**src/rtl/vdp_io_pkg.sv**
```systemverilog
// vdp_io_pkg
//   Shared types and defaults for the CPU-to-VDP write-posting buffer.
//   - vdp_io_state_t : transfer sequencer states (IDLE, XFER, GAP)
//   - vdp_io_entry_t : one queued write, {port, data}. The port field is
//                      sized for the widest supported port select. A
//                      narrower PORT_W is zero-extended into it.
//   - VDP_IO_DEPTH / VDP_IO_PORT_W : default block parameters
package vdp_io_pkg;

  localparam int VDP_IO_DEPTH    = 16;
  localparam int VDP_IO_PORT_W   = 2;
  // Widest port select the entry struct can carry (PORT_W must not exceed it).
  localparam int VDP_IO_PORT_MAX = 8;

  typedef enum logic [1:0] {
    IDLE = 2'd0,
    XFER = 2'd1,
    GAP  = 2'd2
  } vdp_io_state_t;

  typedef struct packed {
    logic [VDP_IO_PORT_MAX-1:0] port;
    logic [7:0]                 data;
  } vdp_io_entry_t;

  // Builds an entry from a zero-extended port number and a data byte.
  function automatic vdp_io_entry_t make_entry(
    input logic [VDP_IO_PORT_MAX-1:0] port,
    input logic [7:0]                 data
  );
    vdp_io_entry_t e;
    e.port = port;
    e.data = data;
    return e;
  endfunction

endpackage

```
**src/rtl/vdp_io_fifo_sync_fifo.sv**
```systemverilog
// sync_fifo
//   Generic single-clock FIFO with an occupancy counter.
//   Parameters:
//     WIDTH : entry width in bits
//     DEPTH : number of entries (power of 2, >= 2)
//   Ports:
//     clk, reset : clock, synchronous active-high reset
//     push, din  : write strobe and data. A push into a full FIFO is
//                  accepted only when a pop happens in the same cycle.
//     pop        : removes the head entry (ignored when empty)
//     dout       : current head entry (combinational view of the storage)
//     full, empty: occupancy flags
//     level      : number of stored entries, 0..DEPTH
module sync_fifo #(
  parameter int WIDTH = 8,
  parameter int DEPTH = 16
) (
  input  logic                     clk,
  input  logic                     reset,
  input  logic                     push,
  input  logic                     pop,
  input  logic [WIDTH-1:0]         din,
  output logic [WIDTH-1:0]         dout,
  output logic                     full,
  output logic                     empty,
  output logic [$clog2(DEPTH):0]   level
);

  localparam int AW = $clog2(DEPTH);
  localparam int LW = AW + 1;

  logic [WIDTH-1:0] mem [DEPTH];
  logic [AW-1:0]    wr_ptr_reg;
  logic [AW-1:0]    rd_ptr_reg;
  logic [LW-1:0]    count_reg;
  logic             do_push;
  logic             do_pop;

  assign empty   = (count_reg == '0);
  assign full    = (count_reg == LW'(DEPTH));
  assign do_pop  = pop & ~empty;
  // A pop in the same cycle frees the slot the push is about to use.
  assign do_push = push & (~full | do_pop);

  // Pointers are exactly AW bits wide, so the increment wraps modulo DEPTH.
  always_ff @(posedge clk) begin
    if (reset) begin
      wr_ptr_reg <= '0;
      rd_ptr_reg <= '0;
      count_reg  <= '0;
    end else begin
      if (do_push) begin
        wr_ptr_reg <= wr_ptr_reg + AW'(1);
      end
      if (do_pop) begin
        rd_ptr_reg <= rd_ptr_reg + AW'(1);
      end
      case ({do_push, do_pop})
        2'b10:   count_reg <= count_reg + LW'(1);
        2'b01:   count_reg <= count_reg - LW'(1);
        default: count_reg <= count_reg;
      endcase
    end
  end

  // Storage carries no reset; only the pointers define what is valid.
  always_ff @(posedge clk) begin
    if (do_push) begin
      mem[wr_ptr_reg] <= din;
    end
  end

  // The head is read combinationally so the sequencer can present it on the
  // first request cycle. The storage is small enough for distributed RAM.
  assign dout  = mem[rd_ptr_reg];
  assign level = count_reg;

endmodule

```
**src/rtl/vdp_io_fifo.sv**
```systemverilog
// vdp_io_fifo
//   Write-posting buffer between the CPU I/O port and the VDP core. CPU
//   writes are queued and replayed to the VDP over a REQ/ACK handshake. A
//   read is held in a single pending slot and is issued only after every
//   write queued before it has been delivered.
//   Parameters:
//     DEPTH  : queued write entries (power of 2, >= 2)
//     PORT_W : VDP port-select width (<= 8)
//   Ports:
//     clk, reset             : clock, synchronous active-high reset
//     cpu_req/cpu_wr         : single-cycle access strobe, 1 = write
//     cpu_port/cpu_wdata     : access port and write data
//     cpu_rdata/cpu_rvalid   : last read result, one-cycle update pulse
//     cpu_wait               : FIFO full or read pending
//     vdp_req/vdp_wr         : VDP request and write qualifier
//     vdp_port/vdp_wdata     : current transfer port and write data
//     vdp_rdata/vdp_ack      : VDP read data and acknowledge
//     level                  : FIFO occupancy
//     overflow               : sticky drop indicator, cleared by reset
module vdp_io_fifo
  import vdp_io_pkg::*;
#(
  parameter int DEPTH  = VDP_IO_DEPTH,
  parameter int PORT_W = VDP_IO_PORT_W
) (
  input  logic                   clk,
  input  logic                   reset,
  input  logic                   cpu_req,
  input  logic                   cpu_wr,
  input  logic [PORT_W-1:0]      cpu_port,
  input  logic [7:0]             cpu_wdata,
  output logic [7:0]             cpu_rdata,
  output logic                   cpu_rvalid,
  output logic                   cpu_wait,
  output logic                   vdp_req,
  output logic                   vdp_wr,
  output logic [PORT_W-1:0]      vdp_port,
  output logic [7:0]             vdp_wdata,
  input  logic [7:0]             vdp_rdata,
  input  logic                   vdp_ack,
  output logic [$clog2(DEPTH):0] level,
  output logic                   overflow
);

  localparam int CNT_W   = $clog2(DEPTH) + 1;
  localparam int ENTRY_W = PORT_W + 8;

  // ---------------------------------------------------------------------
  // Write queue
  // ---------------------------------------------------------------------
  logic               push_en;
  logic               pop_en;
  logic               fifo_full;
  logic               fifo_empty;
  logic [CNT_W-1:0]   fifo_level;
  logic [ENTRY_W-1:0] fifo_din;
  logic [ENTRY_W-1:0] fifo_dout;
  vdp_io_entry_t      head;
  logic               unused_head_port;

  assign fifo_din = {cpu_port, cpu_wdata};

  sync_fifo #(
    .WIDTH (ENTRY_W),
    .DEPTH (DEPTH)
  ) u_fifo (
    .clk   (clk),
    .reset (reset),
    .push  (push_en),
    .pop   (pop_en),
    .din   (fifo_din),
    .dout  (fifo_dout),
    .full  (fifo_full),
    .empty (fifo_empty),
    .level (fifo_level)
  );

  assign head = make_entry(VDP_IO_PORT_MAX'(fifo_dout[ENTRY_W-1:8]), fifo_dout[7:0]);
  // Bits above PORT_W are always zero after the zero-extension above.
  assign unused_head_port = |(head.port >> PORT_W);

  // ---------------------------------------------------------------------
  // Request decode and handshake events
  // ---------------------------------------------------------------------
  vdp_io_state_t     state_reg;
  vdp_io_state_t     state_next;
  logic              xfer_wr_reg;
  logic              rd_pend_reg;
  logic [PORT_W-1:0] rd_port_reg;
  logic [CNT_W-1:0]  wr_before_rd_reg;
  logic [7:0]        cpu_rdata_reg;
  logic              cpu_rvalid_reg;
  logic              overflow_reg;

  logic              wr_req;
  logic              rd_req;
  logic              ack_now;
  logic              rd_capture;
  logic              rd_drop;
  logic              wr_drop;
  logic              rd_done;
  logic [CNT_W-1:0]  level_next;
  logic              wr_avail;
  logic              wr_first;
  logic              issue_wr;
  logic              issue_rd;

  assign wr_req     = cpu_req & cpu_wr;
  assign rd_req     = cpu_req & ~cpu_wr;
  // Acknowledge only counts while a request is actually outstanding.
  assign ack_now    = (state_reg == XFER) & vdp_ack;
  assign pop_en     = ack_now & xfer_wr_reg;
  assign rd_done    = ack_now & ~xfer_wr_reg;
  assign push_en    = wr_req & (~fifo_full | pop_en);
  assign wr_drop    = wr_req & ~push_en;
  assign rd_capture = rd_req & ~rd_pend_reg;
  assign rd_drop    = rd_req & rd_pend_reg;
  assign level_next = fifo_level + CNT_W'(push_en) - CNT_W'(pop_en);

  // A write is available if something is queued or is being queued right
  // now; the latter lets an idle block raise the request one cycle after
  // the CPU strobe.
  assign wr_avail = ~fifo_empty | push_en;
  // With a read pending, the oldest write goes first only while writes
  // older than the read remain. A read captured in this very cycle latches
  // the current level, so when not yet pending every queued write is older.
  assign wr_first = rd_pend_reg ? (wr_before_rd_reg != '0) : 1'b1;

  // ---------------------------------------------------------------------
  // Transfer sequencer
  // ---------------------------------------------------------------------
  always_ff @(posedge clk) begin
    if (reset) begin
      state_reg <= IDLE;
    end else begin
      state_reg <= state_next;
    end
  end

  always_comb begin
    state_next = state_reg;
    issue_wr   = 1'b0;
    issue_rd   = 1'b0;
    case (state_reg)
      IDLE: begin
        if (wr_avail && wr_first) begin
          issue_wr   = 1'b1;
          state_next = XFER;
        end else if (rd_pend_reg || rd_capture) begin
          issue_rd   = 1'b1;
          state_next = XFER;
        end
      end
      XFER: begin
        if (vdp_ack) begin
          state_next = GAP;
        end
      end
      GAP: begin
        state_next = IDLE;
      end
      default: begin
        state_next = IDLE;
      end
    endcase
  end

  // ---------------------------------------------------------------------
  // Transfer kind, pending read, ordering counter, CPU-side results
  // ---------------------------------------------------------------------
  always_ff @(posedge clk) begin
    if (reset) begin
      xfer_wr_reg      <= 1'b0;
      rd_pend_reg      <= 1'b0;
      rd_port_reg      <= '0;
      wr_before_rd_reg <= '0;
      cpu_rdata_reg    <= 8'h00;
      cpu_rvalid_reg   <= 1'b0;
      overflow_reg     <= 1'b0;
    end else begin
      if (issue_wr) begin
        xfer_wr_reg <= 1'b1;
      end else if (issue_rd) begin
        xfer_wr_reg <= 1'b0;
      end

      if (rd_capture) begin
        rd_pend_reg <= 1'b1;
        rd_port_reg <= cpu_port;
      end else if (rd_done) begin
        rd_pend_reg <= 1'b0;
      end

      // Count of writes that must reach the VDP before the pending read.
      if (rd_capture) begin
        wr_before_rd_reg <= level_next;
      end else if (pop_en && wr_before_rd_reg != '0) begin
        wr_before_rd_reg <= wr_before_rd_reg - CNT_W'(1);
      end

      cpu_rvalid_reg <= rd_done;
      if (rd_done) begin
        cpu_rdata_reg <= vdp_rdata;
      end

      overflow_reg <= overflow_reg | wr_drop | rd_drop;
    end
  end

  // ---------------------------------------------------------------------
  // Outputs. Transfer fields are forced to zero outside XFER so nothing
  // from uninitialised storage is visible after reset.
  // ---------------------------------------------------------------------
  always_comb begin
    vdp_req   = (state_reg == XFER);
    vdp_wr    = 1'b0;
    vdp_port  = '0;
    vdp_wdata = 8'h00;
    if (state_reg == XFER) begin
      if (xfer_wr_reg) begin
        vdp_wr    = 1'b1;
        vdp_port  = head.port[PORT_W-1:0];
        vdp_wdata = head.data;
      end else begin
        vdp_port  = rd_port_reg;
      end
    end
  end

  assign cpu_rdata  = cpu_rdata_reg;
  assign cpu_rvalid = cpu_rvalid_reg;
  assign cpu_wait   = (fifo_level == CNT_W'(DEPTH)) | rd_pend_reg;
  assign level      = fifo_level;
  assign overflow   = overflow_reg;

endmodule

```
**config.mk**
```make
export PLATFORM = sky130hd
export DESIGN_NAME = vdp_io_fifo
export DESIGN_NICKNAME = d
export VERILOG_FILES = /design/src/rtl/vdp_io_pkg.sv /design/src/rtl/vdp_io_fifo_sync_fifo.sv /design/src/rtl/vdp_io_fifo.sv
export SDC_FILE = /design/constraint.sdc
export NUM_CORES = 1
export LEC_CHECK = 0
export ABC_CLOCK_PERIOD_IN_PS = 4500
export CAP_MARGIN = 20
export CORE_MARGIN = 3
export CORE_UTILIZATION = 25
export DETAILED_ROUTE_END_ITERATION = 12
export PLACE_DENSITY = 0.45
export SETUP_SLACK_MARGIN = 0.02
export SLEW_MARGIN = 20
export SYNTH_ARGS = -nofsm -noshare
export SYNTH_HDL_FRONTEND = slang
export SYNTH_SLANG_ARGS = --single-unit
export TNS_END_PERCENT = 100
```
**constraint.sdc**
```tcl
create_clock -name clk -period 4.5 [get_ports clk]
set_input_delay 0.9 -clock clk [delete_from_list [all_inputs] [get_ports clk]]
set_output_delay 0.9 -clock clk [all_outputs]
set_load 0.03 [all_outputs]
```
==> run_results.csv, run 1 <==
group,metric,value,unit
synth,ys_seq_area_frac,0.6645,
timing,whs,0.4591,ns
global_route,grt_use_total,0.1092,
clock_network,cts_buffers,17,
synth,synth_edf_count,160,
timing,clock.fmax,258.1,MHz
synth,synth_adder_area_share,0.02779,
clock_network,clk_pin_slew,0.07,ns
clock_network,tritoncts,"done",
clock_network,postCtsSetupBuffers,0,
clock_network,clockBufferDepth,2,
critical_path,worstReg2RegEnd,"u_fifo.level[4]",
critical_path,cp.required,3.60,ns
critical_path,worstSetupPathType,"reg -> out",
timing,period_share,0.8610,
drt,drtIter0Drc,309,
synth,syn_inst,566,
placement,place.port_buffers,50,
drt,via_count,4860,
synth,yosys.area_share.simple,0.08575,
placement,gp_congestion,0.7526,
drt,wl_per_cell,17.56,um
cells_and_area,nets,669,
cells_and_area,postLayoutCoreUtil,0.3070,
clock_network,hold_buffers,0,
critical_path,ff2ff_path_depth,11,
synth,yosysUniqueCellTypes,56,
die,core_region_area,0.03278,mm2
synth,synth_top_family_by_area,"multiplexers",
synth,synth_ff_type,"edfxtp_1",
power_and_ir_drop,peakVddDrop,271.0,uV
timing,drv_slew,0,
min_path,hold_path_depth,2,
synth,netlist_area,0.008376,mm2
synth,synth_nets,607,
clock_network,htreeDepth,4,
global_route,grt_max_degree,42,
cells_and_area,drive_above_1_share,0.1435,
clock_network,clkSinkCount,198,
critical_path,arrival,2.97,ns
synth,synth.avg_cell_area,14.80,um2
global_route,antenna_found_initial,1,
die,die_w,189.0,um
placement,dp_hpwl,12.35,mm
timing,hold_viol_final,0,
cells_and_area,num_antenna_cells,0,
critical_path,r2r_setup_slack,1.27,ns
synth,synth-seq-cells,198,
run,drv_cap,0,
timing,setup_viol,0,
drt,drt_wl_total,19.02,mm
critical_path,worstPathMaxFanout,34,
clock_network,clk-insertion-delay-late,0.44,ns
synth,synth_compound_area_frac,0.06349,
timing,setup_tns,0,ns
power_and_ir_drop,power_leakage,3.148,nW
synth,synth-xor-area-share,0.01464,
clock_network,ctsRootBufferMaster,"clkbuf_16",
die,row_count,66,
drt,vias_per_cell,4.488,
critical_path,startpoint_type,"flip-flop",
timing,rsz0062_at_grt,"no",
synth,ys_async_sr_fraction,0,
run_status,status,"completed",
cells_and_area,syn2layout_area_growth,20.17,%
critical_path,setup.worst_path.end,"vdp_wdata[6]",
min_path,hp-class,"reg -> reg",
timing,maxSlewHeadroom,0.4603,
cells_and_area,largest_reg_flops,160,
timing,fin_crit,3.875,ns
die,fp.dieH,189.0,um
drt,remaining_drc_errors,0,
synth,yosysWarnings,0,
cells_and_area,design_area,0.01006,mm2
die,ioPinCount,51,
die,initial_core_util,0.2555,
global_route,grt_pass1_vias,5061,
critical_path,reg2reg_from,"u_fifo.level[2]",
critical_path,end_kind,"output pin",
synth,synth_mux_area_frac,0.1183,
die,die-area,0.03573,mm2
global_route,grt_pass1_wl,29.50,mm
drt,ant_nets,0,
power_and_ir_drop,finalPower,3.746,mW
drt,dr.pass1.iters,4,
placement,placed_area,0.009472,mm2
cells_and_area,fillCellCount,3304,
global_route,overflow,0,
power_and_ir_drop,power.density,372.2,mW/mm2
timing,worst_pin_slew,0.7983,ns
timing,clock_skew,0.01296,ns
clock_network,post_cts_resize_count,0,
-- cells by family after synthesis --
logic type / after synthesis
DFF: 198
and+or+nand+nor: 142
AOI/OAI and AO/OA: 80
muxes: 68
buffers and inverters: 46
adders and majority gates: 18
xor gates and xnor gates: 14
-- placed cells by master, fill, tap and decap left out, types with 6 or more instances in the layout --
| cell | instances |
|---|---|
| edfxtp_1 | 160 |
| nor2_1 | 36 |
| nand2b_1 | 7 |
| inv_1 | 17 |
| nand2_1 | 41 |
| a211oi_1 | 7 |
| mux4_2 | 24 |
| clkbuf_16 | 17 |
| nor3_1 | 8 |
| mux2i_1 | 36 |
| ha_1 | 17 |
| a21oi_1 | 25 |
| nand3_1 | 12 |
| xnor2_1 | 9 |
| buf_4 | 20 |
| mux2_2 | 8 |
| o21ai_0 | 10 |
| a22oi_1 | 6 |
| dfxtp_1 | 36 |
| nor2b_1 | 9 |
| clkdlybuf4s50_1 | 50 |
-- cells in the mapped netlist, drive strengths merged, types with 12 or more instances --
library cell,number,area (um2)
inv,17,63.81
nand2,41,153.9
buf,19,112.6
edfxtp,160,4805
o21ai,14,70.07
nor2,36,135.1
a21oi,26,133.9
mux4,24,540.5
mux2i,36,360.4
dfxtp,38,760.7
nand3,12,60.06
ha,17,212.7
-- how the worst min path moves through the flow --
| stage | startpoint | end |
|---|---|---|
| floorplan | rd_port_reg[0] | rd_port_reg[0] |
| global placement | rd_port_reg[1] | rd_port_reg[1] |
| detailed placement | cpu_rdata[4] | cpu_rdata[4] |
| CTS | rd_port_reg[1] | rd_port_reg[1] |
| global route | rd_port_reg[0] | rd_port_reg[0] |
| finish | cpu_rdata[1] | cpu_rdata[1] |
-- cell type report --
cell class	count	area (um2)	share of cell area
Inverter	17	63.81	0.006340
Clock buffer	19	432.9	0.04301
Timing Repair Buffer	72	690.7	0.06862
Tap cell	442	553.0	0.05495
Multi-Input combinational cell	322	2596	0.2580
Sequential cell	198	5568	0.5532
Clock inverter	13	160.2	0.01591
-- metrics by stage --
| stage | cells | worst slack [ns] |
|---|---|---|
| 2_1_floorplan | 566 | 1.359 |
| 3_3_place_gp | 1051 | 0.6690 |
| 3_5_place_dp | 1051 | 0.5505 |
| 4_1_cts | 1083 | 0.5336 |
| 5_1_grt | 1083 | 0.4554 |
| 6_report | 1083 | 0.6253 |
-- power breakdown --
part / switching (mW) / internal [mW] / total (mW) / leakage (nW)
Clock: 0.691 / 0.837 / 1.53 / 0.284
Combinational: 0.121 / 0.0824 / 0.203 / 1.11
Sequential: 0.0178 / 2.00 / 2.01 / 1.75
-- critical path: stages (launching register included) --
cell	delay [ns]
dfxtp_2	0.62
buf_12	0.30
mux4_2	0.52
mux2i_1	0.19
nor2_1	0.09
a31o_1	0.20
clkdlybuf4s50_1	0.59
-- per-layer routing --
layer	track usage	wire [um]
met5	0	13
met1	0.1432	8848
met3	0.02740	751
met4	0.02836	189
met2	0.1812	9212
Note: power is estimated with default switching activity, not from simulation.
==> run 2, diff against run 1 <==
--- a/config.mk
+++ b/config.mk
@@ -5,8 +5,6 @@
 export SDC_FILE = /design/constraint.sdc
 export NUM_CORES = 1
 export LEC_CHECK = 0
-export ABC_CLOCK_PERIOD_IN_PS = 4500
-export CAP_MARGIN = 20
 export CORE_MARGIN = 3
 export CORE_UTILIZATION = 25
 export DETAILED_ROUTE_END_ITERATION = 12
@@ -16,4 +14,4 @@
 export SYNTH_ARGS = -nofsm -noshare
 export SYNTH_HDL_FRONTEND = slang
 export SYNTH_SLANG_ARGS = --single-unit
-export TNS_END_PERCENT = 100
+export TNS_END_PERCENT = 10
==> results of run 2 <==
The final DEF is identical to that of run 1; final timing and power are the same.
==> run 3, diff against run 2 <==
--- a/config.mk
+++ b/config.mk
@@ -8,6 +8,7 @@
 export CORE_MARGIN = 3
 export CORE_UTILIZATION = 25
 export DETAILED_ROUTE_END_ITERATION = 12
+export HOLD_SLACK_MARGIN = 0.03
 export PLACE_DENSITY = 0.45
 export SETUP_SLACK_MARGIN = 0.02
 export SLEW_MARGIN = 20
==> constraint.sdc (replaced) <==
create_clock -name clk -period 3.8 [get_ports clk]
set_input_delay 0.76 -clock clk [delete_from_list [all_inputs] [get_ports clk]]
set_output_delay 0.76 -clock clk [all_outputs]
set_load 0.03 [all_outputs]
==> run 3 against run 2 <==
  * Combinational power is 21% higher
  * Critical path depth unchanged
  * Flip-flop and latch count stayed put
  * Power increased by 19%
  * Routed wire length increased by 2.2%
  * Setup slack got worse by 0.38 ns
  * Via count up 1.3%
  * Critical path type unchanged
  * Sequential share of layout area is 0.41 points lower
==> run_results.csv, run 3 (synthesis results as in run 1) <==
group,metric,value,unit
run_status,status,"completed",
timing,fin_crit,3.550,ns
placement,dp_hpwl,12.72,mm
drt,wl_per_cell,17.83,um
timing,setup_tns,0,ns
timing,rsz0062_at_grt,"no",
clock_network,ctsRootBufferMaster,"clkbuf_16",
cells_and_area,final_common_cell,"edfxtp_1",
placement,place.port_buffers,50,
drt,via_count,4925,
die,fp.dieH,189.0,um
die,core_region_area,0.03278,mm2
timing,maxSlewHeadroom,0.5426,
critical_path,arrival,2.79,ns
clock_network,tritoncts,"done",
die,initial_core_util,0.2555,
global_route,grt_use_total,0.1111,
run,drv_cap,0,
clock_network,hold_buffers,0,
global_route,overflow,0,
clock_network,postCtsSetupBuffers,0,
die,ioPinCount,51,
clock_network,cts_buffers,17,
critical_path,cp.required,3.04,ns
clock_network,clkSinkCount,198,
timing,period_share,0.9343,
timing,drv_slew,0,
cells_and_area,design_area,0.01014,mm2
global_route,grt_pass1_vias,5159,
die,die-area,0.03573,mm2
timing,whs,0.4559,ns
power_and_ir_drop,power.density,439.2,mW/mm2
placement,place_inst,1058,
cells_and_area,layout.cells.non_filler,1090,
min_path,hp-class,"reg -> reg",
cells_and_area,syn2layout_area_growth,21.11,%
cells_and_area,nets,676,
drt,ant_nets,0,
critical_path,end_kind,"output pin",
timing,clock_skew,0.009490,ns
die,row_count,66,
clock_network,clk_pin_slew,0.08,ns
clock_network,post_cts_resize_count,1,
clock_network,htreeDepth,4,
global_route,grt_pass1_wl,30.36,mm
placement,gp_congestion,0.7512,
timing,hold_viol_final,0,
cells_and_area,layout_common_cells,"edfxtp_1, clkdlybuf4s50_1, nand2_1",
cells_and_area,num_antenna_cells,0,
cells_and_area,drive_above_1_share,0.1543,
drt,dr.pass1.iters,4,
critical_path,worstPathMaxFanout,28,
cells_and_area,postLayoutCoreUtil,0.3094,
cells_and_area,fillCellCount,3278,
global_route,antenna_found_initial,1,
drt,remaining_drc_errors,0,
placement,placed_area,0.009537,mm2
drt,drtIter0Drc,231,
clock_network,clk-insertion-delay-late,0.43,ns
drt,vias_per_cell,4.518,
timing,setup_viol,0,
timing,worst_pin_slew,0.6765,ns
drt,drt_wl_total,19.44,mm
power_and_ir_drop,power_leakage,3.195,nW
clock_network,clockBufferDepth,2,
cells_and_area,largest_reg_flops,160,
timing,clock.fmax,281.7,MHz
die,die_w,189.0,um
critical_path,startpoint_type,"flip-flop",
global_route,grt_max_degree,42,
critical_path,worstSetupPathType,"reg -> out",
power_and_ir_drop,peakVddDrop,303.1,uV
-- run 3: routing by layer --
layer,part of all wire,track usage,up-vias
met5,0.00072,0,-
met1,0.47,0.1481,2497
li1,-,-,2298
met3,0.043,0.02796,16
met4,0.0096,0.02893,2
met2,0.48,0.1812,112
-- run 3: worst paths after layout --
kind	from	to	slack, ns	cells past startpoint
max	flip-flop	vdp_wdata[1]	0.25	6
max reg2reg	u_fifo.level[2]	u_fifo.level[2]	0.80	12
min	rd_port_reg[1]	rd_port_reg[1]	0.46	2
min reg2reg	rd_port_reg[1]	rd_port_reg[1]	0.46	2
-- run 3: final cells by class --
class	count	area (um2)	share of cell area
Timing Repair Buffer	79	755.7	0.07450
Sequential cell	198	5570	0.5492
Inverter	17	63.81	0.006291
Clock inverter	14	175.2	0.01727
Clock buffer	18	429.2	0.04231
Multi-Input combinational cell	322	2596	0.2560
Tap cell	442	553.0	0.05452
-- run 3: through the flow --
step                      total power [mW]  worst slack [ns]
final                                4.455            0.2495
after detailed placement             2.682            0.2888
after floorplan                      2.559            0.6589
after global routing                 4.630           0.07722
after CTS                            4.527            0.1632
after global placement               2.675            0.4031
-- run 3: worst max-delay path, cell delays in order (launching register included) --
cell and delay, ns:
dfxtp_4 0.56, buf_12 0.25, mux4_2 0.53, mux2_2 0.28, nand2_1 0.07, o21ai_1 0.06
clkdlybuf4s50_1 0.59
-- run 3: report_power, final --
part / internal (mW) / switching, mW / leakage (nW)
sequential: 2.36 / 0.0225 / 1.75
clock: 0.951 / 0.874 / 0.292
combinational: 0.101 / 0.144 / 1.15
